[config.mk]
export PLATFORM = sky130hd
export DESIGN_NAME = logic_arbiter
export DESIGN_NICKNAME = d
export VERILOG_FILES = /design/src/rtl/logic_arbiter.sv
export SDC_FILE = /design/constraint.sdc
export NUM_CORES = 1
export LEC_CHECK = 0
export ABC_AREA = 1
export BUFFER_PORTS_ARGS = -buffer_cell sky130_fd_sc_hd__buf_2
export CORE_UTILIZATION = 46
export DETAILED_ROUTE_END_ITERATION = 12
export GPL_ROUTABILITY_DRIVEN = 0
export PLACE_DENSITY_LB_ADDON = 0.15
export RECOVER_POWER = 50
export REMOVE_ABC_BUFFERS = 1
export SETUP_SLACK_MARGIN = 0.5
export SLEW_MARGIN = 20
export SYNTH_ARGS = -nofsm -noshare
export SYNTH_HDL_FRONTEND = slang
export SYNTH_SLANG_ARGS = --single-unit
[constraint.sdc]
create_clock -name clk -period 2.9 [get_ports clk]
set_clock_uncertainty 0.2 [all_clocks]
set_input_delay 0 -clock clk [delete_from_list [all_inputs] [get_ports clk]]
set_output_delay 0 -clock clk [all_outputs]
set_load 0.005 [all_outputs]
[src/rtl/logic_arbiter.sv]
// rtl/logic_arbiter.sv - round-robin arbiter sharing one logic unit between requesters A and B
// Accept in IDLE, drive the unit in EXEC, hold the tagged result in RESP until taken.
module logic_arbiter #(
  parameter int CNT_W = 8
) (
  input  logic             clk,
  input  logic             reset,
  input  logic             a_valid,
  output logic             a_ready,
  input  logic [3:0]       a_x,
  input  logic [3:0]       a_y,
  input  logic [1:0]       a_sel,
  input  logic             b_valid,
  output logic             b_ready,
  input  logic [3:0]       b_x,
  input  logic [3:0]       b_y,
  input  logic [1:0]       b_sel,
  output logic [3:0]       alu_x,
  output logic [3:0]       alu_y,
  output logic [1:0]       alu_select,
  input  logic [7:0]       alu_out,
  output logic             rsp_valid,
  input  logic             rsp_ready,
  output logic             rsp_id,
  output logic [7:0]       rsp_data,
  output logic             busy,
  output logic [CNT_W-1:0] ops_done
);

  typedef enum logic [1:0] {IDLE, EXEC, RESP} state_t;

  state_t state;
  logic   last_b;
  logic   cur_id;
  logic   pick_b;
  logic   accept;

  // B wins when it is alone, or when both ask and A was granted last.
  always_comb begin
    pick_b  = b_valid && (!a_valid || !last_b);
    a_ready = !reset && (state == IDLE) && a_valid && !pick_b;
    b_ready = !reset && (state == IDLE) && pick_b;
    accept  = a_ready || b_ready;
  end

  always_ff @(posedge clk) begin
    if (reset) begin
      state      <= IDLE;
      last_b     <= 1'b1;
      cur_id     <= 1'b0;
      alu_x      <= 4'h0;
      alu_y      <= 4'h0;
      alu_select <= 2'b00;
      rsp_valid  <= 1'b0;
      rsp_id     <= 1'b0;
      rsp_data   <= 8'h00;
      busy       <= 1'b0;
      ops_done   <= '0;
    end else begin
      case (state)
        IDLE: begin
          if (accept) begin
            // The alu_* registers double as the latched operands.
            alu_x      <= pick_b ? b_x : a_x;
            alu_y      <= pick_b ? b_y : a_y;
            alu_select <= pick_b ? b_sel : a_sel;
            cur_id     <= pick_b;
            last_b     <= pick_b;
            busy       <= 1'b1;
            state      <= EXEC;
          end
        end
        EXEC: begin
          rsp_data  <= (alu_select == 2'b11) ? alu_out : {4'h0, alu_out[3:0]};
          rsp_id    <= cur_id;
          rsp_valid <= 1'b1;
          state     <= RESP;
        end
        RESP: begin
          if (rsp_ready) begin
            rsp_valid <= 1'b0;
            busy      <= 1'b0;
            ops_done  <= ops_done + CNT_W'(1);
            state     <= IDLE;
          end
        end
        default: state <= IDLE;
      endcase
    end
  end

endmodule
* Yosys cells after proc, flatten, opt, wreduce, memory -nomap -nowiden
Cells that the tools add are included.
Widths: inputs -> output; s select.
** Cells by class
- Add/sub/neg operators :: 1
- Multiply operators :: 0
- Div/mod/pow operators :: 0
- $lt $le $gt $ge :: 0
- Eq/ne operators :: 5
- Shift operators :: 0
- Multiplexer cells :: 11
- Bitwise operators :: 0
- Reductions and logical operators :: 19
** Operators with widths (number)
- $add 8x1->8 const B :: 1
- $mux 4 :: 2
- $mux 8 :: 1
- $reduce_and 2->1 :: 4
- $mux 2 :: 3
- $pmux 2 s3 :: 1
- $logic_and 1x1->1 :: 5
- $eq 2x2->1 const B :: 2
- $logic_not 1->1 :: 4
- $ne 2x2->1 const B :: 2
- $pmux 1 s2 :: 2
- $reduce_bool 2->1 :: 2
- $reduce_and 3->1 :: 1
- $eq 2x1->1 const B :: 1
- $logic_not 2->1 :: 1
- $logic_or 1x1->1 :: 2
- $mux 1 :: 2
** Word-level totals
- Register bits after elaboration :: 33
- Bits in latches :: 0
- Memory bits (writable) :: 0
- Bits in read-only memories :: 0
- Input port bits :: 33
- Output and inout port bits :: 31
- Logic and storage cells :: 47
- Memories :: 0

* Depth between registers and ports, before layout
- Depth after elaboration :: 8
- Gate-level depth with buffers :: 8
- Mapped depth without buffers :: 7

* Least setup slack after synthesis
No wires, ideal clock.
- Path type :: reg-to-reg
- Start :: register ops_done[1]
- End :: register ops_done[4]
- Library setup time :: 0.115 ns
- Arrival time :: 1.062 ns
- Required time :: 2.585 ns
- Slack :: 1.523 ns
- Cell stages (with the launch flop) :: 7
- Buffers on the path :: 0
- Clock period less this slack :: 1.377 ns
- Path through :: dfxtp_1 ha_1 inv_1 nor3_1 nand3_1 nand2_1 nor2_1
** On the way
- Word-level cells in the longest chain between the ends :: 1
** Ends and longest elaborated chain
- start, declared :: line 27 : output logic [CNT_W-1:0] ops_done
- start signal, assigned :: line 83 : ops_done <= ops_done + CNT_W'(1);
- $add 8x1->8 :: line 83
No other way between the ends.
A chain may end at the register's enable or synchronous reset.

* Final worst setup path
- Start :: register last_b
- End :: register alu_select[0]
** On the way
- Word-level cells in the longest chain between the ends :: 7
- Elaborated cells between the ends (all ways) :: 9
- Classes of those cells :: mux: 1; reduce/logical: 8
** Ends and longest elaborated chain
- start, declared :: line 33 : logic last_b;
- start signal, assigned :: line 68 : last_b <= pick_b;
- $logic_not 1->1 (*) :: line 40 : pick_b = b_valid && (!a_valid || !last_b);
- $logic_or 1x1->1 (*) :: line 40
- $logic_and 1x1->1 (*) :: line 40
- $logic_not 1->1 :: line 41 : a_ready = !reset && (state == IDLE) && a_valid && !pick_b;
- $logic_and 1x1->1 :: line 41
- $logic_or 1x1->1 :: line 43 : accept = a_ready || b_ready;
- $reduce_and 2->1 (no source line)
- end signal, assigned :: line 66 : alu_select <= pick_b ? b_sel : a_sel;
- end, declared :: line 20 : output logic [1:0] alu_select,
Mark *: on every way between the ends. The rest lies on a longest branch, timed or not.

==> impl_metrics.ini <==
[timing]
setup_viol = 0
rsz0062_at_grt = false
setup_slack_ns = 0.7652
whs_ns = 0.1941
max_freq_ghz = 0.4684
fin_tns_setup_ns = 0
tightest_slew_ns = 0.6493
max_slew_margin_pct = 56.55
maxSlewViolCount = 0
fin_crit_ns = 2.135
hold_viol_final = 0
period_share_pct = 73.61

[floorplan]
initial_utilization_pct = 50.11
fp.dieH_um = 57.52
boundaryPins = 64
dieArea_um2 = 3308
rows = 19
fp.dieW_um = 57.52
core_area_um2 = 2829

[cts]
numCtsBuffers = 5
cts_buffer_depth = 2
clock-sinks = 33
clock_latency_ns = 0.33
cts.clk_slew.worst_paths_ns = 0.10
cts-root-buf = clkbuf_4
htree_levels = 2
tritoncts = yes

[route]
via_per_inst = 4.941
drc = 3
wl_mm = 4.128
drt_iter0_markers = 75
first_pass_iters = 8
drt-wirelength-per-cell_um = 12.18
num_vias = 1675
ant_nets = 0

[final_layout]
final_util_pct = 76.51
nets = 341
area_delta_synth_final_pct = 52.69
seq_area_um2 = 660.6
multiInputGateArea_um2 = 653.1
final_common_cell = nand2_1
antenna_cells = 0
drive_gt1_share_pct = 22.40
fillers = 223
final_cell_mix = nand2_1, buf_2, dlygate4sd3_1

[power_and_ir_drop]
internal_power_mw = 0.7183
p_comb_share_pct = 19.6
design_power_total_mw = 0.9851
switchingPower_mw = 0.2668
p_leak_nw = 1.048
ir_drop_v = 0.0003993
p_per_area_nw_per_um2 = 455.1
seqPwrFrac_pct = 50.6
p_clk_share_pct = 29.8
p_sw_share_pct = 27.09

[global_routing]
overflow = 0
grt_pass1_vias = 1607
antenna_found_initial = 0
grt_max_degree = 25
grt_usage_pct = 27.33
grt_pass1_wl_mm = 6.817

[hold_path]
hp-class = in2reg
hp-start = b_valid

[setup_path]
path_buf_inv = 3
crit_path_max_fanout = 12
crit_type = reg2reg
crit_path_end_kind = register
arrival_ns = 2.14
startpoint = last_b
slowest_delay_ns = 0.56
worstPathRequired_ns = 2.90
r2r_start = last_b
crit_path_top_delay_cell = dlygate4sd3_1
start_kind = register
cp_top_family = buffers and inverters
crit_chain = nand2_1 > nand2_2 > clkinvlp_4 > buf_4 > nand2_1 > nand2_1 > dlygate4sd3_1 > nand2_1 > a21oi_1
cpMostUsedCell = nand2_1

[logic_synthesis]
synth_warnings = 0
synth_area_um2 = 1418
synth-seq-cells = 33
ys_types = 18
syn_inst = 208
yosysSeqAreaShare_pct = 46.60
synth_top_cell_area_share_pct = 46.60
avgSynthCellArea_um2 = 6.815
synth_top_area_cell = dfxtp_1
synth_area_leaders = dfxtp_1, nand2_1, a21oi_1, nor2_1, inv_1

[job]
drv_cap = 0

[run_status]
violations = design-rule violations
outcome = finished with violations

[place]
dp_slack_ns = 0.9130
io_buffers = 63
post-dp-hpwl_mm = 2.294
==> worst paths after layout <==
kind | end | slack (ns) | cells past startpoint
worst max-delay path | alu_select[0] | 0.77 | 9
worst min-delay path | busy | 0.19 | 5
worst max register to register | alu_select[0] | 0.77 | 9
worst min register to register | rsp_id | 0.26 | 2
==> per-layer routing <==
metal | up-vias | track usage (%) | part of all wire, %
met5 | - | 0 | 0
met4 | 0 | 12.20 | 2.3
li1 | 854 | - | -
met1 | 739 | 30.71 | 42
met2 | 71 | 47.51 | 49
met3 | 11 | 8.163 | 6.6
==> through the flow <==
step / instances / cell area (um^2)
floorplan: 199 / 1368
global placement: 293 / 1722
detailed placement: 293 / 1722
CTS: 337 / 2152
global route: 339 / 2165
finish: 339 / 2165
==> synthesized netlist by cell type <==
master	instances
a21oi_1	18
a22oi_1	4
buf_2	4
buf_4	1
buf_6	1
clkbuf_1	3
dfxtp_1	33
ha_1	1
inv_1	14
inv_2	1
nand2_1	80
nand3_1	10
nand3b_1	1
nor2_1	24
nor3_1	3
nor3b_1	1
o21ai_0	8
o31ai_1	1
==> cell families (layout without fill, tap and decap cells) <==
kind of cell | Yosys count | count (layout) | share of synthesized area [%]
buffers and inverters | 24 | 124 | 7.502
AND/OR/NAND/NOR | 119 | 119 | 33.19
flip-flops | 33 | 33 | 46.60
adder cells (fa/ha/maj) | 1 | 1 | 0.8825
AO/OA/AOI/OAI | 31 | 31 | 11.83
==> timing repair <==
| action | 4_1_cts | 5_1_grt |
|---|---|---|
| buffers inserted | 0 | 2 |
| resized for setup | 0 | 2 |
| setup endpoints to repair | 0 | 8 |
| hold endpoints to repair | 27 | 0 |
| hold buffers | 36 | 0 |
==> area by class of cell <==
| class | instances | share of cell area [%] |
|---|---|---|
| Clock buffer | 7 | 3.006 |
| Clock inverter | 1 | 0.2312 |
| Inverter | 15 | 2.775 |
| Multi-Input combinational cell | 151 | 30.17 |
| Sequential cell | 33 | 30.52 |
| Tap cell | 31 | 1.792 |
| Timing Repair Buffer | 101 | 31.50 |
==> registers in the layout, summed over array words and instances (netlist names), 2 cells and up <==
name        count
alu_x           4
rsp_data        8
alu_y           4
alu_select      2
ops_done        8
state           2
==> worst reg2reg max path: cells and delay by family (launching register included) <==
kind / cells / cell delay (ns)
flops: 1 / 0.34
buf+inv: 3 / 0.88
compound gates: 1 / 0.07
simple gates: 5 / 0.52
==> power by group through the flow <==
stage	Clock (mW)	Combinational (mW)	Sequential [mW]
CTS	0.299	0.181	0.497
global placement	0	0.139	0.508
detailed placement	0	0.141	0.507
global route	0.324	0.213	0.502
finish	0.294	0.193	0.498
floorplan	0	0.0709	0.509
Note: power is estimated with default switching activity, not from simulation.
